**src/rtl/hdmi_pll_supervisor.sv**
```systemverilog
// Supervises the HDMI pixel-clock PLL: sequences its reset, qualifies lock, and gates the downstream reset.
// Define HDMI_PLL_SUP_LOSS_CNT_EN to build the lock-loss counter; otherwise loss_cnt is tied to zero.
module hdmi_pll_supervisor #(
    parameter int RST_CYCLES    = 32,
    parameter int LOCK_TIMEOUT  = 270000,
    parameter int STABLE_CYCLES = 2700,
    parameter int DROP_FILTER   = 4
) (
    input  logic       clk,
    input  logic       rst,
    input  logic       pll_lock,
    input  logic       relock_req,
    output logic       pll_rst,
    output logic       hdmi_rst,
    output logic       sup_locked,
    output logic [1:0] sup_state,
    output logic [7:0] retry_cnt,
    output logic [7:0] loss_cnt
);

    typedef enum logic [1:0] {
        RESET_PLL = 2'd0,
        WAIT_LOCK = 2'd1,
        STABLE    = 2'd2,
        RUN       = 2'd3
    } state_t;

    typedef struct packed {
        logic pll_rst;
        logic hdmi_rst;
        logic sup_locked;
    } flags_t;

    localparam int MAX_A   = (RST_CYCLES > LOCK_TIMEOUT) ? RST_CYCLES : LOCK_TIMEOUT;
    localparam int MAX_B   = (STABLE_CYCLES > DROP_FILTER) ? STABLE_CYCLES : DROP_FILTER;
    localparam int CNT_MAX = (MAX_A > MAX_B) ? MAX_A : MAX_B;
    localparam int CW      = $clog2(CNT_MAX + 1);

    localparam logic [CW-1:0] RST_LAST     = CW'(RST_CYCLES - 1);
    localparam logic [CW-1:0] TIMEOUT_LAST = CW'(LOCK_TIMEOUT - 1);
    localparam logic [CW-1:0] STABLE_LAST  = CW'(STABLE_CYCLES - 1);
    localparam logic [CW-1:0] DROP_LAST    = CW'(DROP_FILTER - 1);

    // Output flags are a pure function of the state being entered, so they register alongside it.
    function automatic flags_t flags_for(input state_t s);
        return '{pll_rst: (s == RESET_PLL), hdmi_rst: (s != RUN), sup_locked: (s == RUN)};
    endfunction

    state_t        state;
    flags_t        flags;
    logic [CW-1:0] cnt;
    logic          sync_ff;
    logic          lock_s;
    logic [7:0]    retry_q;
`ifdef HDMI_PLL_SUP_LOSS_CNT_EN
    logic [7:0]    loss_q;
`endif

    always_ff @(posedge clk) begin
        if (rst) begin
            sync_ff <= 1'b0;
            lock_s  <= 1'b0;
            state   <= RESET_PLL;
            flags   <= flags_for(RESET_PLL);
            cnt     <= '0;
            retry_q <= '0;
`ifdef HDMI_PLL_SUP_LOSS_CNT_EN
            loss_q  <= '0;
`endif
        end else begin
            sync_ff <= pll_lock;
            lock_s  <= sync_ff;
            // NOTE: this default increment is overridden by any later non-blocking write to cnt below.
            cnt     <= cnt + 1'b1;
            unique case (state)
                RESET_PLL: begin
                    if (cnt == RST_LAST) begin
                        state <= WAIT_LOCK;
                        flags <= flags_for(WAIT_LOCK);
                        cnt   <= '0;
                    end
                end
                WAIT_LOCK: begin
                    if (relock_req) begin
                        state <= RESET_PLL;
                        flags <= flags_for(RESET_PLL);
                        cnt   <= '0;
                    end else if (lock_s) begin
                        state <= STABLE;
                        flags <= flags_for(STABLE);
                        cnt   <= '0;
                    end else if (cnt == TIMEOUT_LAST) begin
                        state <= RESET_PLL;
                        flags <= flags_for(RESET_PLL);
                        cnt   <= '0;
                        if (retry_q != 8'hFF) retry_q <= retry_q + 8'd1;
                    end
                end
                STABLE: begin
                    if (relock_req) begin
                        state <= RESET_PLL;
                        flags <= flags_for(RESET_PLL);
                        cnt   <= '0;
                    end else if (!lock_s) begin
                        state <= WAIT_LOCK;
                        flags <= flags_for(WAIT_LOCK);
                        cnt   <= '0;
                    end else if (cnt == STABLE_LAST) begin
                        state <= RUN;
                        flags <= flags_for(RUN);
                        cnt   <= '0;
                    end
                end
                RUN: begin
                    // In RUN the shared counter is the lock-low filter.
                    if (relock_req) begin
                        state <= RESET_PLL;
                        flags <= flags_for(RESET_PLL);
                        cnt   <= '0;
                    end else if (lock_s) begin
                        cnt <= '0;
                    end else if (cnt == DROP_LAST) begin
                        state <= RESET_PLL;
                        flags <= flags_for(RESET_PLL);
                        cnt   <= '0;
`ifdef HDMI_PLL_SUP_LOSS_CNT_EN
                        if (loss_q != 8'hFF) loss_q <= loss_q + 8'd1;
`endif
                    end
                end
            endcase
        end
    end

    assign pll_rst    = flags.pll_rst;
    assign hdmi_rst   = flags.hdmi_rst;
    assign sup_locked = flags.sup_locked;
    assign sup_state  = state;
    assign retry_cnt  = retry_q;
`ifdef HDMI_PLL_SUP_LOSS_CNT_EN
    assign loss_cnt   = loss_q;
`else
    assign loss_cnt   = 8'd0;
`endif

endmodule

```
**config.mk**
```make
export PLATFORM = sky130hd
export DESIGN_NAME = hdmi_pll_supervisor
export DESIGN_NICKNAME = d
export VERILOG_FILES = /design/src/rtl/hdmi_pll_supervisor.sv
export SDC_FILE = /design/constraint.sdc
export NUM_CORES = 1
export LEC_CHECK = 0
export CELL_PAD_IN_SITES_DETAIL_PLACEMENT = 1
export CELL_PAD_IN_SITES_GLOBAL_PLACEMENT = 1
export CORE_ASPECT_RATIO = 1.75
export CORE_UTILIZATION = 40
export CTS_CLUSTER_SIZE = 10
export DETAILED_ROUTE_END_ITERATION = 10
export PLACE_DENSITY = 0.79
export SYNTH_ARGS = -nofsm -noshare
export SYNTH_HDL_FRONTEND = slang
export SYNTH_SLANG_ARGS = --single-unit
export TNS_END_PERCENT = 5
```
**constraint.sdc**
```tcl
create_clock -name clk -period 2.4 [get_ports clk]
set_input_delay 0.48 -clock clk [delete_from_list [all_inputs] [get_ports clk]]
set_output_delay 0.48 -clock clk [all_outputs]
set_load 0.02 [all_outputs]
```
==> results.sh <==
export IMPL_unrepaired_setup_endpoints_after_global_routing="no"
export IMPL_vias=1557
export IMPL_postSynth_topFlopCell="sky130_fd_sc_hd__dfxtp_1"
export IMPL_worstPathArrival_ns=2.28
export IMPL_drv_max_cap_violation_count=0
export IMPL_data_required_time_of_the_worst_path_ns=2.54
export IMPL_final_fill_count=554
export IMPL_async_flop_share_pct=0
export IMPL_yosysUniqueCellTypes=48
export IMPL_floorplan_initialDensity_pct=41.3
export IMPL_startpoint="cnt[0]$_SDFF_PP0_"
export IMPL_die_area_um2=4830
export IMPL_ys_warn_count=0
export IMPL_finalHoldViolCount=0
export IMPL_maximum_number_of_pins_on_one_net_before_global_route_repair=36
export IMPL_cts_repair_timing_setup_buffer_count=0
export IMPL_max_freq_mhz=467
export IMPL_worst_slew_margin_rel_pct=64.2
export IMPL_ir_drop_uv=225
export IMPL_average_wire_length_per_cell_after_detail_routing_um=15.4
export IMPL_antenna_violations_before_repair=0
export IMPL_die_outline_width_um=53.0
export IMPL_grt_overflow_total=0
export IMPL_synthesis_area_per_instance_um2=9.05
export IMPL_cts_path_max_buffers=2
export IMPL_crit_family="compound AO/OA/AOI/OAI gates"
export IMPL_route_detailed_vias_per_inst=5.72
export IMPL_firstDrtPassIters=4
export IMPL_ctsHoldBuffers=0
export IMPL_floorplan_rows=32
export IMPL_worst_slew_pin_slew_ns=0.533
export IMPL_place_area_um2=2000
export IMPL_timing_critical_path_buf_inv=0
export IMPL_crit_slowest_cell="sky130_fd_sc_hd__a211oi_1"
export IMPL_drtAntennaViolNets=0
export IMPL_synthesis_area_um2=1820
export IMPL_area_growth_syn_to_layout_pct=15.0
export IMPL_globalRouteTotalUtil_pct=19.1
export IMPL_cp_start_kind="register"
export IMPL_drive_above_1_share_pct=10.9
export IMPL_synth_edff_count=0
export IMPL_hpwlAfterDp_mm=2.96
export IMPL_crit_reg2reg_launch="cnt[0]$_SDFF_PP0_"
export IMPL_leakagePower_nw=0.684
export IMPL_critical_path_s_largest_stage_delay_ns=0.48
export IMPL_worst_hold_startpoint="sync_ff$_SDFF_PP0_"
export IMPL_wl_mm=4.18
export IMPL_clock_sink_count=34
export IMPL_drc=0
export IMPL_setup_viol=0
export IMPL_io_buffers=16
export IMPL_drv_slew=0
export IMPL_chipHeight_um=91.2
export IMPL_synth_sequential_area_ratio_pct=37.4
export IMPL_worstSetupPathType="reg -> reg"
export IMPL_final_cell_area_um2=2090
export IMPL_grt_pass1_vias=1500
export IMPL_power_density_cell_area_nw_per_um2=504
export IMPL_min_period_over_period_pct=89.3
export IMPL_first_iter_violations=14
export IMPL_floorplan_core_area_um2=4400
export IMPL_cts_reportedPaths_clkPinSlew_ns=0.07
export IMPL_holdCritPathClass="reg -> reg"
export IMPL_finalClockSkew_ns=0.00441
export IMPL_synth_ff_latch_count=34
export IMPL_final_cells=272
export IMPL_design_portCount=25
export IMPL_cp_cell_sequence="ha_1, nor2b_1, nand4_1, o31a_1, a211oi_1, o221ai_1"
export IMPL_placed_cells=264
export IMPL_postSynthCellCount=201
export IMPL_gp_congestion=0.754
export IMPL_clk_latency_ns=0.28
export IMPL_cts_made_buffers=5
export IMPL_nets=227
export IMPL_run_status="completed"
export IMPL_cp_end_kind="register"
export IMPL_clock_root_buffer="sky130_fd_sc_hd__clkbuf_8"
export IMPL_finalCriticalPeriod_ns=2.14
export IMPL_tritoncts="yes"
export IMPL_crit_path_max_fanout=5
export IMPL_inserted_diodes=0
export IMPL_ctsHtreeMaxLevel=2
export IMPL_first_pass_grt_wire_length_mm=6.87
## cell families (layout without fill, tap and decap cells)
logic type | after synthesis | after routing | synth area share [%]
AOI/OAI and AO/OA | 48 | 48 | 18.6
xor gates and xnor gates | 19 | 19 | 9.15
adders and majority gates | 3 | 3 | 2.06
buffers and inverters | 25 | 38 | 8.80
DFF | 34 | 34 | 37.4
muxes | 1 | 1 | 0.550
other | 1 | 8 | 0.206
and+or+nand+nor | 70 | 70 | 23.2
## per-stage QoR
step                      setup slack (ns)  hold WS [ns]   TNS (ns)  utilization, %  power, mW
after floorplan                      0.443         0.414          0               -      0.631
after global placement              0.0497         0.417          0            45.3      0.634
after detailed placement         -0.000909         0.437  -0.000909            45.3      0.636
after CTS                            0.116         0.453          0            47.4       1.07
after global routing                0.0577         0.478          0            47.5       1.11
final                                0.257         0.444          0            47.5       1.05
## placed cells by master, fill, tap and decap left out, types with 8 or more instances in the layout
master and n:
sky130_fd_sc_hd__conb_1 8, sky130_fd_sc_hd__nand3_1 9, sky130_fd_sc_hd__buf_4 9, sky130_fd_sc_hd__a211oi_1 20
sky130_fd_sc_hd__clkdlybuf4s50_1 16, sky130_fd_sc_hd__xor2_1 12, sky130_fd_sc_hd__dfxtp_1 34, sky130_fd_sc_hd__a21oi_1 10
sky130_fd_sc_hd__nand2_1 11
## sequential cells by signal, summed over array words and instances, names as in the netlist
register	count
retry_cnt	8
sup_state	2
lock_s	1
hdmi_rst	1
pll_rst	1
sync_ff	1
cnt	19
sup_locked	1
## power by group
| part | switching (mW) | internal, mW | leakage, nW |
|---|---|---|---|
| Combinational | 0.0288 | 0.0163 | 0.361 |
| Clock | 0.201 | 0.231 | 0.0482 |
| Sequential | 0.00685 | 0.570 | 0.275 |
| Total | 0.237 | 0.818 | 0.684 |
## timing repair
item | CTS | global route
hold endpoints to repair | 0 | 0
setup endpoints to repair | 0 | 19
gates resized for setup | 0 | 1
## area by class of cell
| class | instances | area (µm²) | area share, % |
|---|---|---|---|
| clock buffers | 7 | 86.3 | 4.13 |
| clock inverters | 1 | 5.00 | 0.239 |
| inverters | 5 | 18.8 | 0.897 |
| multi-input cells | 149 | 1010 | 48.3 |
| flip-flops and latches | 34 | 681 | 32.5 |
| well taps | 51 | 63.8 | 3.05 |
| repair buffers | 25 | 228 | 10.9 |
## cells in the mapped netlist (3+ instances only)
| library cell | number | share of area [%] |
|---|---|---|
| sky130_fd_sc_hd__nand2_1 | 11 | 2.3 |
| sky130_fd_sc_hd__o31ai_1 | 5 | 2.1 |
| sky130_fd_sc_hd__o21ai_0 | 3 | 0.83 |
| sky130_fd_sc_hd__nand3_1 | 9 | 2.5 |
| sky130_fd_sc_hd__ha_1 | 3 | 2.1 |
| sky130_fd_sc_hd__buf_4 | 9 | 3.7 |
| sky130_fd_sc_hd__nor2b_1 | 3 | 1.0 |
| sky130_fd_sc_hd__nor2_1 | 7 | 1.4 |
| sky130_fd_sc_hd__clkbuf_1 | 3 | 0.62 |
| sky130_fd_sc_hd__nor3_1 | 5 | 1.4 |
| sky130_fd_sc_hd__and4_1 | 4 | 1.9 |
| sky130_fd_sc_hd__buf_6 | 3 | 1.9 |
| sky130_fd_sc_hd__or4_1 | 4 | 1.7 |
| sky130_fd_sc_hd__buf_2 | 3 | 0.83 |
| sky130_fd_sc_hd__nand4_1 | 7 | 2.4 |
| sky130_fd_sc_hd__dfxtp_1 | 34 | 37 |
| sky130_fd_sc_hd__xor2_1 | 12 | 5.8 |
| sky130_fd_sc_hd__nand2b_1 | 3 | 1.0 |
| sky130_fd_sc_hd__xnor2_1 | 7 | 3.4 |
| sky130_fd_sc_hd__a21oi_1 | 10 | 2.8 |
| sky130_fd_sc_hd__a211oi_1 | 20 | 8.3 |
| sky130_fd_sc_hd__inv_1 | 5 | 1.0 |
## metal layers
metal | vias up | GRT usage [%] | share of wire [%]
li1 | 765 | - | -
met3 | 4 | 4.02 | 2.7
met5 | - | 0 | 0
met2 | 30 | 35.8 | 56
met1 | 758 | 19.1 | 40
met4 | 0 | 7.24 | 1.3
## worst paths after layout
| kind | endpoint | slack (ns) | depth (start not counted) |
|---|---|---|---|
| worst max-delay path | pll_rst$_SDFFE_PP1P_ | 0.26 | 6 |
| worst min-delay path | lock_s$_SDFF_PP0_ | 0.44 | 1 |
| worst max register to register | pll_rst$_SDFFE_PP1P_ | 0.26 | 6 |
| worst min register to register | lock_s$_SDFF_PP0_ | 0.44 | 1 |
Power figures use the tool's default switching activity.
